### src/rtl/serial_tx7.sv
// Serial transmitter that sends a frame LSB first: start bit, DATA_W data bits, optional parity, stop bit.
// Define SERIAL_TX7_PARITY_EN to insert an even-parity bit between the data and the stop bit.
module serial_tx7 #(
  parameter int DATA_W       = 7,
  parameter int CLKS_PER_BIT = 16
) (
  input  logic              clk,
  input  logic              reset,
  input  logic              tx_start,
  input  logic [DATA_W-1:0] tx_data,
  output logic              tx_ready,
  output logic              tx_busy,
  output logic              tx_done,
  output logic              tx
);

  localparam int TICK_W = $clog2(CLKS_PER_BIT);
  localparam int BIT_W  = (DATA_W > 1) ? $clog2(DATA_W) : 1;
  localparam logic [TICK_W-1:0] TICK_LAST = TICK_W'(CLKS_PER_BIT - 1);
  localparam logic [BIT_W-1:0]  BIT_LAST  = BIT_W'(DATA_W - 1);

  typedef enum logic [2:0] {
    ST_IDLE,
    ST_START,
    ST_DATA,
`ifdef SERIAL_TX7_PARITY_EN
    ST_PARITY,
`endif
    ST_STOP
  } state_t;

  state_t              state_q, state_d;
  logic [TICK_W-1:0]   tick_q, tick_d;
  logic [BIT_W-1:0]    bit_q, bit_d;
  logic [DATA_W-1:0]   shift_q, shift_d;
  logic                tx_q, tx_d;
  logic                busy_q, busy_d;
  logic                ready_q, ready_d;
  logic                done_q, done_d;
  logic                bit_end;
`ifdef SERIAL_TX7_PARITY_EN
  logic                par_q, par_d;
`endif

  always_ff @(posedge clk or posedge reset) begin
    if (reset) begin
      state_q <= ST_IDLE;
      tick_q  <= '0;
      bit_q   <= '0;
      shift_q <= '0;
      tx_q    <= 1'b1;
      busy_q  <= 1'b0;
      ready_q <= 1'b1;
      done_q  <= 1'b0;
`ifdef SERIAL_TX7_PARITY_EN
      par_q   <= 1'b0;
`endif
    end else begin
      state_q <= state_d;
      tick_q  <= tick_d;
      bit_q   <= bit_d;
      shift_q <= shift_d;
      tx_q    <= tx_d;
      busy_q  <= busy_d;
      ready_q <= ready_d;
      done_q  <= done_d;
`ifdef SERIAL_TX7_PARITY_EN
      par_q   <= par_d;
`endif
    end
  end

  always_comb begin
    state_d = state_q;
    tick_d  = tick_q;
    bit_d   = bit_q;
    shift_d = shift_q;
`ifdef SERIAL_TX7_PARITY_EN
    par_d   = par_q;
`endif
    bit_end = (tick_q == TICK_LAST);

    if (state_q != ST_IDLE) begin
      tick_d = bit_end ? '0 : tick_q + TICK_W'(1);
    end

    case (state_q)
      ST_IDLE: begin
        if (tx_start) begin
          state_d = ST_START;
          shift_d = tx_data;
`ifdef SERIAL_TX7_PARITY_EN
          // Parity is taken at capture time because the shift register is consumed as bits go out.
          par_d   = ^tx_data;
`endif
        end
      end
      ST_START: begin
        if (bit_end) begin
          state_d = ST_DATA;
          bit_d   = '0;
        end
      end
      ST_DATA: begin
        if (bit_end) begin
          shift_d = shift_q >> 1;
          if (bit_q == BIT_LAST) begin
            bit_d   = '0;
`ifdef SERIAL_TX7_PARITY_EN
            state_d = ST_PARITY;
`else
            state_d = ST_STOP;
`endif
          end else begin
            bit_d = bit_q + BIT_W'(1);
          end
        end
      end
`ifdef SERIAL_TX7_PARITY_EN
      ST_PARITY: begin
        if (bit_end) state_d = ST_STOP;
      end
`endif
      ST_STOP: begin
        if (bit_end) state_d = ST_IDLE;
      end
      default: state_d = ST_IDLE;
    endcase

    // Outputs are registered from the next-state values so they line up with the state they describe.
    busy_d  = (state_d != ST_IDLE);
    ready_d = ~busy_d;
    done_d  = (state_d == ST_STOP) && (tick_d == TICK_LAST);
    case (state_d)
      ST_START:  tx_d = 1'b0;
      ST_DATA:   tx_d = shift_d[0];
`ifdef SERIAL_TX7_PARITY_EN
      ST_PARITY: tx_d = par_d;
`endif
      default:   tx_d = 1'b1;
    endcase
  end

  assign tx       = tx_q;
  assign tx_busy  = busy_q;
  assign tx_ready = ready_q;
  assign tx_done  = done_q;

endmodule

### config.mk
export PLATFORM = sky130hd
export DESIGN_NAME = serial_tx7
export DESIGN_NICKNAME = d
export VERILOG_FILES = /design/src/rtl/serial_tx7.sv
export SDC_FILE = /design/constraint.sdc
export NUM_CORES = 1
export LEC_CHECK = 0
export CAP_MARGIN = 15
export CORE_MARGIN = 5
export CORE_UTILIZATION = 45
export CTS_CLUSTER_SIZE = 40
export DETAILED_ROUTE_END_ITERATION = 8
export GPL_ROUTABILITY_DRIVEN = 0
export PLACE_DENSITY = 0.68
export SYNTH_ARGS = -nofsm -noshare
export SYNTH_HDL_FRONTEND = slang
export SYNTH_SLANG_ARGS = --single-unit
### constraint.sdc
create_clock -name clk -period 2.4 [get_ports clk]
set_input_delay 0.48 -clock clk [delete_from_list [all_inputs] [get_ports clk]]
set_output_delay 0.48 -clock clk [all_outputs]
set_load 0.01 [all_outputs]
* Word level (Yosys, flattened, before mapping)
Index checks and enable logic that the tools add are counted. Widths: inputs -> output; s select.
Operators by class: add/sub/neg operators 2, eq/ne operators 12, multiplexer cells 16, bitwise operators 1, reductions and logical operators 8
Operators by type and width (number):
- $mux 3 | 8
- $mux 7 | 2
- $pmux 7 s2 | 1
- $eq 3x2->1 const B | 4
- $pmux 3 s4 | 1
- $eq 4x4->1 const B | 2
- $mux 4 | 2
- $eq 3x1->1 const B | 2
- $ne 2x2->1 const B | 3
- $pmux 3 s2 | 1
- $reduce_and 3->1 | 2
- $reduce_bool 3->1 | 2
- $add 4x1->4 const B | 1
- $reduce_bool 2->1 | 2
- $add 3x1->3 const B | 1
- $eq 3x3->1 const B | 1
- $logic_not 3->1 | 1
- $pmux 1 s2 | 1
- $logic_and 1x1->1 | 1
- $not 1->1 | 1
Word-level totals: register bits after elaboration 21, input port bits 10, word-level logic and storage cells 48

* Logic depth before layout (Yosys ltp)
Gate-level depths: netlist of run 1.
depth in word-level cells 6, depth in mapped cells 6

* Worst setup path after synthesis of run 1
OpenSTA, ideal clock, no wires.
path type reg-to-reg, start reg state_q[2], end reg shift_q[2], data arrival time 1488 ps, data required time 2274 ps, path slack 786 ps, cell stages (with the launch flop) 6, period minus slack after synthesis 1614 ps, cells stage by stage dfrtp_1 -> buf_4 -> or3b_4 -> nor2_4 -> a21oi_1 -> a221o_1
On the way: cells in the longest elaborated chain, start to end 3, elaborated cells between the ends (all ways) 7
Ends and longest elaborated chain:
- start: declaration | line 32 | state_t state_q, state_d;
- start signal: assignment | line 59 | state_q <= state_d;
- $eq 3x2->1 or $logic_not 3->1 (tied branches) | line 87 | case (state_q)
- $ne 2x2->1 (no line) or $reduce_bool 2->1 (tied branches)
- $reduce_and 3->1 (no line)
- end signal: assignment | line 62 | shift_q <= shift_d;
- end: declaration | line 35 | logic [DATA_W-1:0] shift_q, shift_d;
Parallel ways exist; a longest one is shown, timed or not. A chain may end at the register's enable or synchronous reset.

* Final worst setup path of run 1
start reg tx_q (netlist: tx), end out tx
RTL lines:
- start: declaration | line 36 | logic tx_q, tx_d;
- start signal: assignment | line 63 | tx_q <= tx_d;
- end: declaration | line 14 | output logic tx
No word-level cell between the ends.

==> flow_metrics.py, run 1 <==
metrics = {
    "cells_and_area": {
        "fin_nets": 117,
        "multi_input_area_sq_um": 437,
        "fin_cells": 133,
        "drive_gt1_share_pct": 13.3,
        "antenna_cells": 0,
        "synthToLayoutAreaGrowth_pct": 17.6,
        "seq_area_sq_um": 528,
        "fillerInstances": 207,
        "layout_common_cells": "dfrtp_1, clkdlybuf4s50_1, a21oi_1, and3_1, a221o_1",
        "final_common_cell": "dfrtp_1",
    },
    "grt": {
        "track_usage_pct": 13.5,
        "grt_max_degree": 22,
        "antenna_found_initial": 0,
        "grt_pass1_wl_um": 3550,
        "grt_pass1_vias": 759,
        "grt_overflow_total": 0,
    },
    "detailed_routing": {
        "ant_nets": 0,
        "drcViolationCount": 0,
        "num_vias": 762,
        "via_per_inst": 5.73,
        "drtIter0Drc": 29,
        "wl_per_cell_um": 14.2,
        "drt-total-wl_um": 1900,
        "detail_route.first_pass.iterations": 4,
    },
    "timing": {
        "finalMaxSlewViolations": 0,
        "finalHoldViolCount": 0,
        "rsz0062_at_grt": "false",
        "final.setup_skew_ns": 0.0106,
        "fin_setup_tns_ns": 0,
        "max_freq_mhz": 547,
        "period_minus_slack_ns": 1.83,
        "finalSetupViolations": 0,
        "finalCritPeriodShare_pct": 76.2,
    },
    "synth": {
        "synth-seq-area-share_pct": 52.4,
        "syn_area_per_cell_sq_um": 11.1,
        "synth_edf_count": 0,
        "syn_inst": 91,
        "synth_fp_nets": 102,
        "yosysUniqueCellTypes": 39,
        "syn_area_sq_um": 1010,
        "synth-async-reset-ratio_pct": 100,
        "yosysTopAreaCellShare_pct": 47.1,
        "synth_flop_cell": "dfrtp_1",
        "ys_ff_latch": 21,
        "yosys_warnings": 0,
        "yosys-top-cells-area": "dfrtp_1, dfstp_2, a221o_1",
        "synth_top_cell_by_area": "dfrtp_1",
    },
    "critical_path": {
        "cp-start-kind": "register",
        "required_ns": 1.92,
        "path_class": "register to output port",
        "cp.arrival_ns": 1.35,
        "cp.depth": 1,
        "worst-path-buf-inv": 1,
        "critical_path.top_delay_family": "flip-flops",
        "path_cells": "clkdlybuf4s50_1",
        "ff2ff_path_depth": 4,
        "cpMaxStageDelayCell": "dfstp_2",
        "worst-path-max-fanout": 1,
        "cp-end-kind": "output port",
        "crit_path_max_incr_delay_ns": 0.53,
    },
    "clock_network": {
        "cts_tree": "yes",
        "cts_buffers": 3,
        "cts_max_level": 1,
        "post-cts-setup-buffers": 0,
        "cts_max_path_buffers": 2,
        "cts_hold_buf": 0,
        "clkTransAtPathRegs_ns": 0.12,
        "cts-root-buf": "clkbuf_4",
        "postCtsResizedCells": 0,
        "clk_latency_ns": 0.30,
        "clock_sinks": 21,
    },
    "place": {
        "dpl.hpwl_um": 1390,
        "port_buffers": 13,
        "dp_cells": 129,
    },
    "die": {
        "core_sq_um": 2170,
        "die_area_sq_um": 3290,
        "die_w_um": 57.3,
        "io_pins": 14,
        "initial_utilization_pct": 46.5,
        "fp-row-count": 17,
        "die_y_um": 57.3,
    },
    "power": {
        "leakagePower_uw": 0.000510,
        "irDropWorstVdd_uv": 653,
        "p_per_area_nw_per_um2": 755,
        "power_uw": 895,
    },
    "hold_path": {
        "hold_class": "input port to asynchronous set/reset pin",
    },
    "outcome": {
        "status": "complete, no violations",
    },
    "flow_run": {
        "drv_cap": 0,
    },
}
==> worst reg2reg max path: cells and delay by family (launching register included) <==
family           cells  cell delay (ns)
AO/OA/AOI/OAI        2             0.49
AND/OR/NAND/NOR      2             0.67
flip-flops           1             0.51
==> flip-flops by register name, summed over array words and instances, names as in the netlist <==
name	count
tick_q	4
shift_q	7
state_q	3
tx_busy	1
bit_q	3
tx	1
tx_done	1
tx_ready	1
==> layout make-up <==
class	instances	share of cell area, %
sequential	21	44.5
multi-input combinational	61	36.8
timing repair buffer	15	12.2
clock buffer	4	2.22
tap	28	2.95
inverter	4	1.27
==> routing by layer <==
layer / wire (um) / track usage [%] / vias up
met1: 895 / 19.1 / 376
met2: 911 / 21.0 / 14
met3: 71 / 2.49 / 2
li1: - / - / 370
met4: 17 / 3.97 / 0
met5: 0 / 0 / -
==> path summary, 6_finish.rpt <==
| check | slack, ns | start | to |
|---|---|---|---|
| min reg2reg | 0.52 | shift_q[6]$_DFFE_PP0P_ | shift_q[6]$_DFFE_PP0P_ |
| max reg2reg | 0.64 | state_q[0]$_DFF_PP0_ | shift_q[5]$_DFFE_PP0P_ |
| max in group asynchronous | 1.63 | reset | tx$_DFF_PP1_ |
| min | 0.50 | reset | tick_q[3]$_DFF_PP0_ |
| max | 0.57 | tx$_DFF_PP1_ | tx |
| min in group clk | 0.52 | shift_q[6]$_DFFE_PP0P_ | shift_q[6]$_DFFE_PP0P_ |
==> Yosys cell counts, types with 2 or more instances <==
cell	count
o21ai_0	2
or3_1	2
dfstp_2	2
buf_4	2
nand2_1	3
nand4_1	2
xnor2_1	3
inv_1	4
dfrtp_1	19
a21oi_1	7
and3_1	7
a221o_1	5
buf_2	2
nor2_1	4
a211o_1	2
o31ai_1	2
==> metrics by stage <==
step / hold slack, ns / utilization, % / setup WS [ns] / area (sq um)
2_1_floorplan: 0.455 / - / 0.786 / 1010
3_3_place_gp: 0.483 / 53.5 / 0.490 / 1160
3_5_place_dp: 0.487 / 53.5 / 0.447 / 1160
4_1_cts: 0.515 / 54.7 / 0.568 / 1190
5_1_grt: 0.530 / 54.7 / 0.490 / 1190
6_report: 0.496 / 54.7 / 0.572 / 1190
==> cell families after synthesis <==
kind of cell | Yosys count | share of synthesized area, %
DFF | 21 | 52.4
AOI/OAI and AO/OA | 25 | 18.4
xor gates and xnor gates | 3 | 2.61
and+or+nand+nor | 30 | 19.6
buffers and inverters | 9 | 4.34
muxes | 1 | 1.12
other | 1 | 0.372
adders and majority gates | 1 | 1.24
==> power by group <==
| group | leakage [uW] | total, uW | switching [uW] | internal (uW) |
|---|---|---|---|---|
| clock network | 0.0000150 | 169 | 104 | 64.7 |
| logic | 0.000234 | 229 | 107 | 122 |
| registers | 0.000261 | 497 | 69.0 | 428 |
| total | 0.000510 | 895 | 280 | 616 |
Power figures use the tool's default switching activity.
==> run 2: changes to the inputs <==
==> constraint.sdc (replaced) <==
create_clock -name clk -period 1.75 [get_ports clk]
set_input_delay 0.35 -clock clk [delete_from_list [all_inputs] [get_ports clk]]
set_output_delay 0.35 -clock clk [all_outputs]
set_load 0.01 [all_outputs]
==> run 2 against run 1 <==
- critical path depth did not move
- hold slack got worse by 0.14 ns
- global-route usage decreased by 0.35 points
- setup slack got worse by 0.53 ns
- die area stayed put
- final area grew 7.7%
- critical path type unchanged
- largest cell class unchanged
- highest routed layer unchanged
==> flow_metrics.py, run 2 (synthesized netlist as in run 1, its figures left out) <==
metrics = {
    "outcome": {
        "status": "complete, no violations",
    },
    "die": {
        "die_area_sq_um": 3290,
        "die_y_um": 57.3,
        "initial_utilization_pct": 46.5,
        "fp-row-count": 17,
        "io_pins": 14,
        "die_w_um": 57.3,
        "core_sq_um": 2170,
    },
    "detailed_routing": {
        "drt-total-wl_um": 2020,
        "via_per_inst": 5.56,
        "drcViolationCount": 0,
        "ant_nets": 0,
        "drtIter0Drc": 13,
        "wl_per_cell_um": 14.3,
        "detail_route.first_pass.iterations": 4,
        "num_vias": 784,
    },
    "power": {
        "p_per_area_nw_per_um2": 995,
        "irDropWorstVdd_uv": 801,
        "power_uw": 1270,
        "leakagePower_uw": 0.000563,
    },
    "timing": {
        "rsz0062_at_grt": "false",
        "finalCritPeriodShare_pct": 97.3,
        "finalHoldViolCount": 0,
        "finalMaxSlewViolations": 0,
        "max_freq_mhz": 587,
        "finalSetupViolations": 0,
        "period_minus_slack_ns": 1.70,
        "hold_ws_ns": 0.357,
        "final.setup_skew_ns": 0.00268,
    },
    "cells_and_area": {
        "biggestRegsByFlops": "shift_q x7, tick_q x4",
        "fin_nets": 125,
        "largest_reg_flops": 7,
        "final_common_cell": "dfrtp_1",
        "drive_gt1_share_pct": 24.8,
        "layout_common_cells": "dfrtp_1, clkdlybuf4s50_1, buf_4, a21oi_1, and3_1",
        "design_area_sq_um": 1280,
        "regMostFlops": "shift_q",
        "antenna_cells": 0,
        "fillerInstances": 200,
        "synthToLayoutAreaGrowth_pct": 26.7,
    },
    "grt": {
        "grt_pass1_vias": 735,
        "grt_pass1_wl_um": 3300,
        "antenna_found_initial": 0,
        "grt_max_degree": 22,
        "grt_overflow_total": 0,
        "track_usage_pct": 13.1,
    },
    "clock_network": {
        "clk_latency_ns": 0.31,
        "cts_tree": "yes",
        "clock_sinks": 21,
        "cts_hold_buf": 0,
        "cts-root-buf": "clkbuf_4",
        "clkTransAtPathRegs_ns": 0.11,
        "cts_max_level": 1,
        "cts_max_path_buffers": 2,
        "cts_buffers": 3,
        "post-cts-setup-buffers": 0,
    },
    "critical_path": {
        "path_cells": "clkdlybuf4s50_1",
        "cp-end-kind": "output port",
        "path_class": "register to output port",
        "worst-path-buf-inv": 1,
        "required_ns": 1.40,
        "cp-start-kind": "register",
        "worst-path-max-fanout": 1,
        "critical_path.top_delay_family": "flip-flops",
        "crit_path_max_incr_delay_ns": 0.53,
        "cp.arrival_ns": 1.35,
        "cpMaxStageDelayCell": "dfstp_2",
    },
    "place": {
        "dpl.hpwl_um": 1460,
        "placed_area_sq_um": 1220,
        "port_buffers": 13,
    },
    "flow_run": {
        "drv_cap": 0,
    },
    "hold_path": {
        "hold_class": "input port to asynchronous set/reset pin",
    },
}
[run 2: final timing paths]
kind	cells after the start	start	end	slack, ns
worst max-delay path	1	tx_ready$_DFF_PP1_	tx_ready	0.05
worst min-delay path	3	reset	state_q[0]$_DFF_PP0_	0.36
worst max register to register	4	state_q[2]$_DFF_PP0_	tx$_DFF_PP1_	0.07
worst min register to register	1	shift_q[6]$_DFFE_PP0P_	shift_q[6]$_DFFE_PP0P_	0.52
max in group asynchronous	3	reset	tx$_DFF_PP1_	1.13
min in group clk	1	shift_q[6]$_DFFE_PP0P_	shift_q[6]$_DFFE_PP0P_	0.52
[run 2: area by class of cell]
| cell class | count | area, sq um | area share (%) |
|---|---|---|---|
| multi-input cells | 61 | 464 | 36.3 |
| repair buffers | 23 | 208 | 16.3 |
| flip-flops and latches | 21 | 529 | 41.4 |
| clock buffers | 4 | 26.3 | 2.06 |
| well taps | 28 | 35.0 | 2.74 |
| inverters | 4 | 15.0 | 1.18 |
[run 2: per-stage QoR]
step	std cells	TNS, ns	utilization [%]	setup slack (ns)
6_report	141	0	58.9	0.0466
5_1_grt	141	0	58.9	0.0102
4_1_cts	141	0	57.7	0.00572
3_5_place_dp	137	-0.147	56.2	-0.0791
3_3_place_gp	137	-0.0839	56.2	-0.0569
2_1_floorplan	91	0	-	0.136
[run 2: timing repair]
action	in CTS	in global routing
endpoints found under the setup margin	2	4
pin swaps	0	0
gates resized for setup	1	6
[run 2: where the power goes]
| group | internal [uW] | switching (uW) | total [uW] |
|---|---|---|---|
| Sequential | 588 | 94.9 | 683 |
| Combinational | 194 | 160 | 354 |
| Clock | 89.1 | 144 | 234 |
| Total | 871 | 399 | 1270 |
[run 2: per-layer routing]
layer | wire length [um] | up-vias | GRT usage (%)
met1 | 961 | 379 | 18.2
met3 | 81 | 2 | 2.26
met4 | 35 | 0 | 7.62
met2 | 939 | 18 | 19.2
li1 | - | 385 | -
met5 | 0 | - | 0
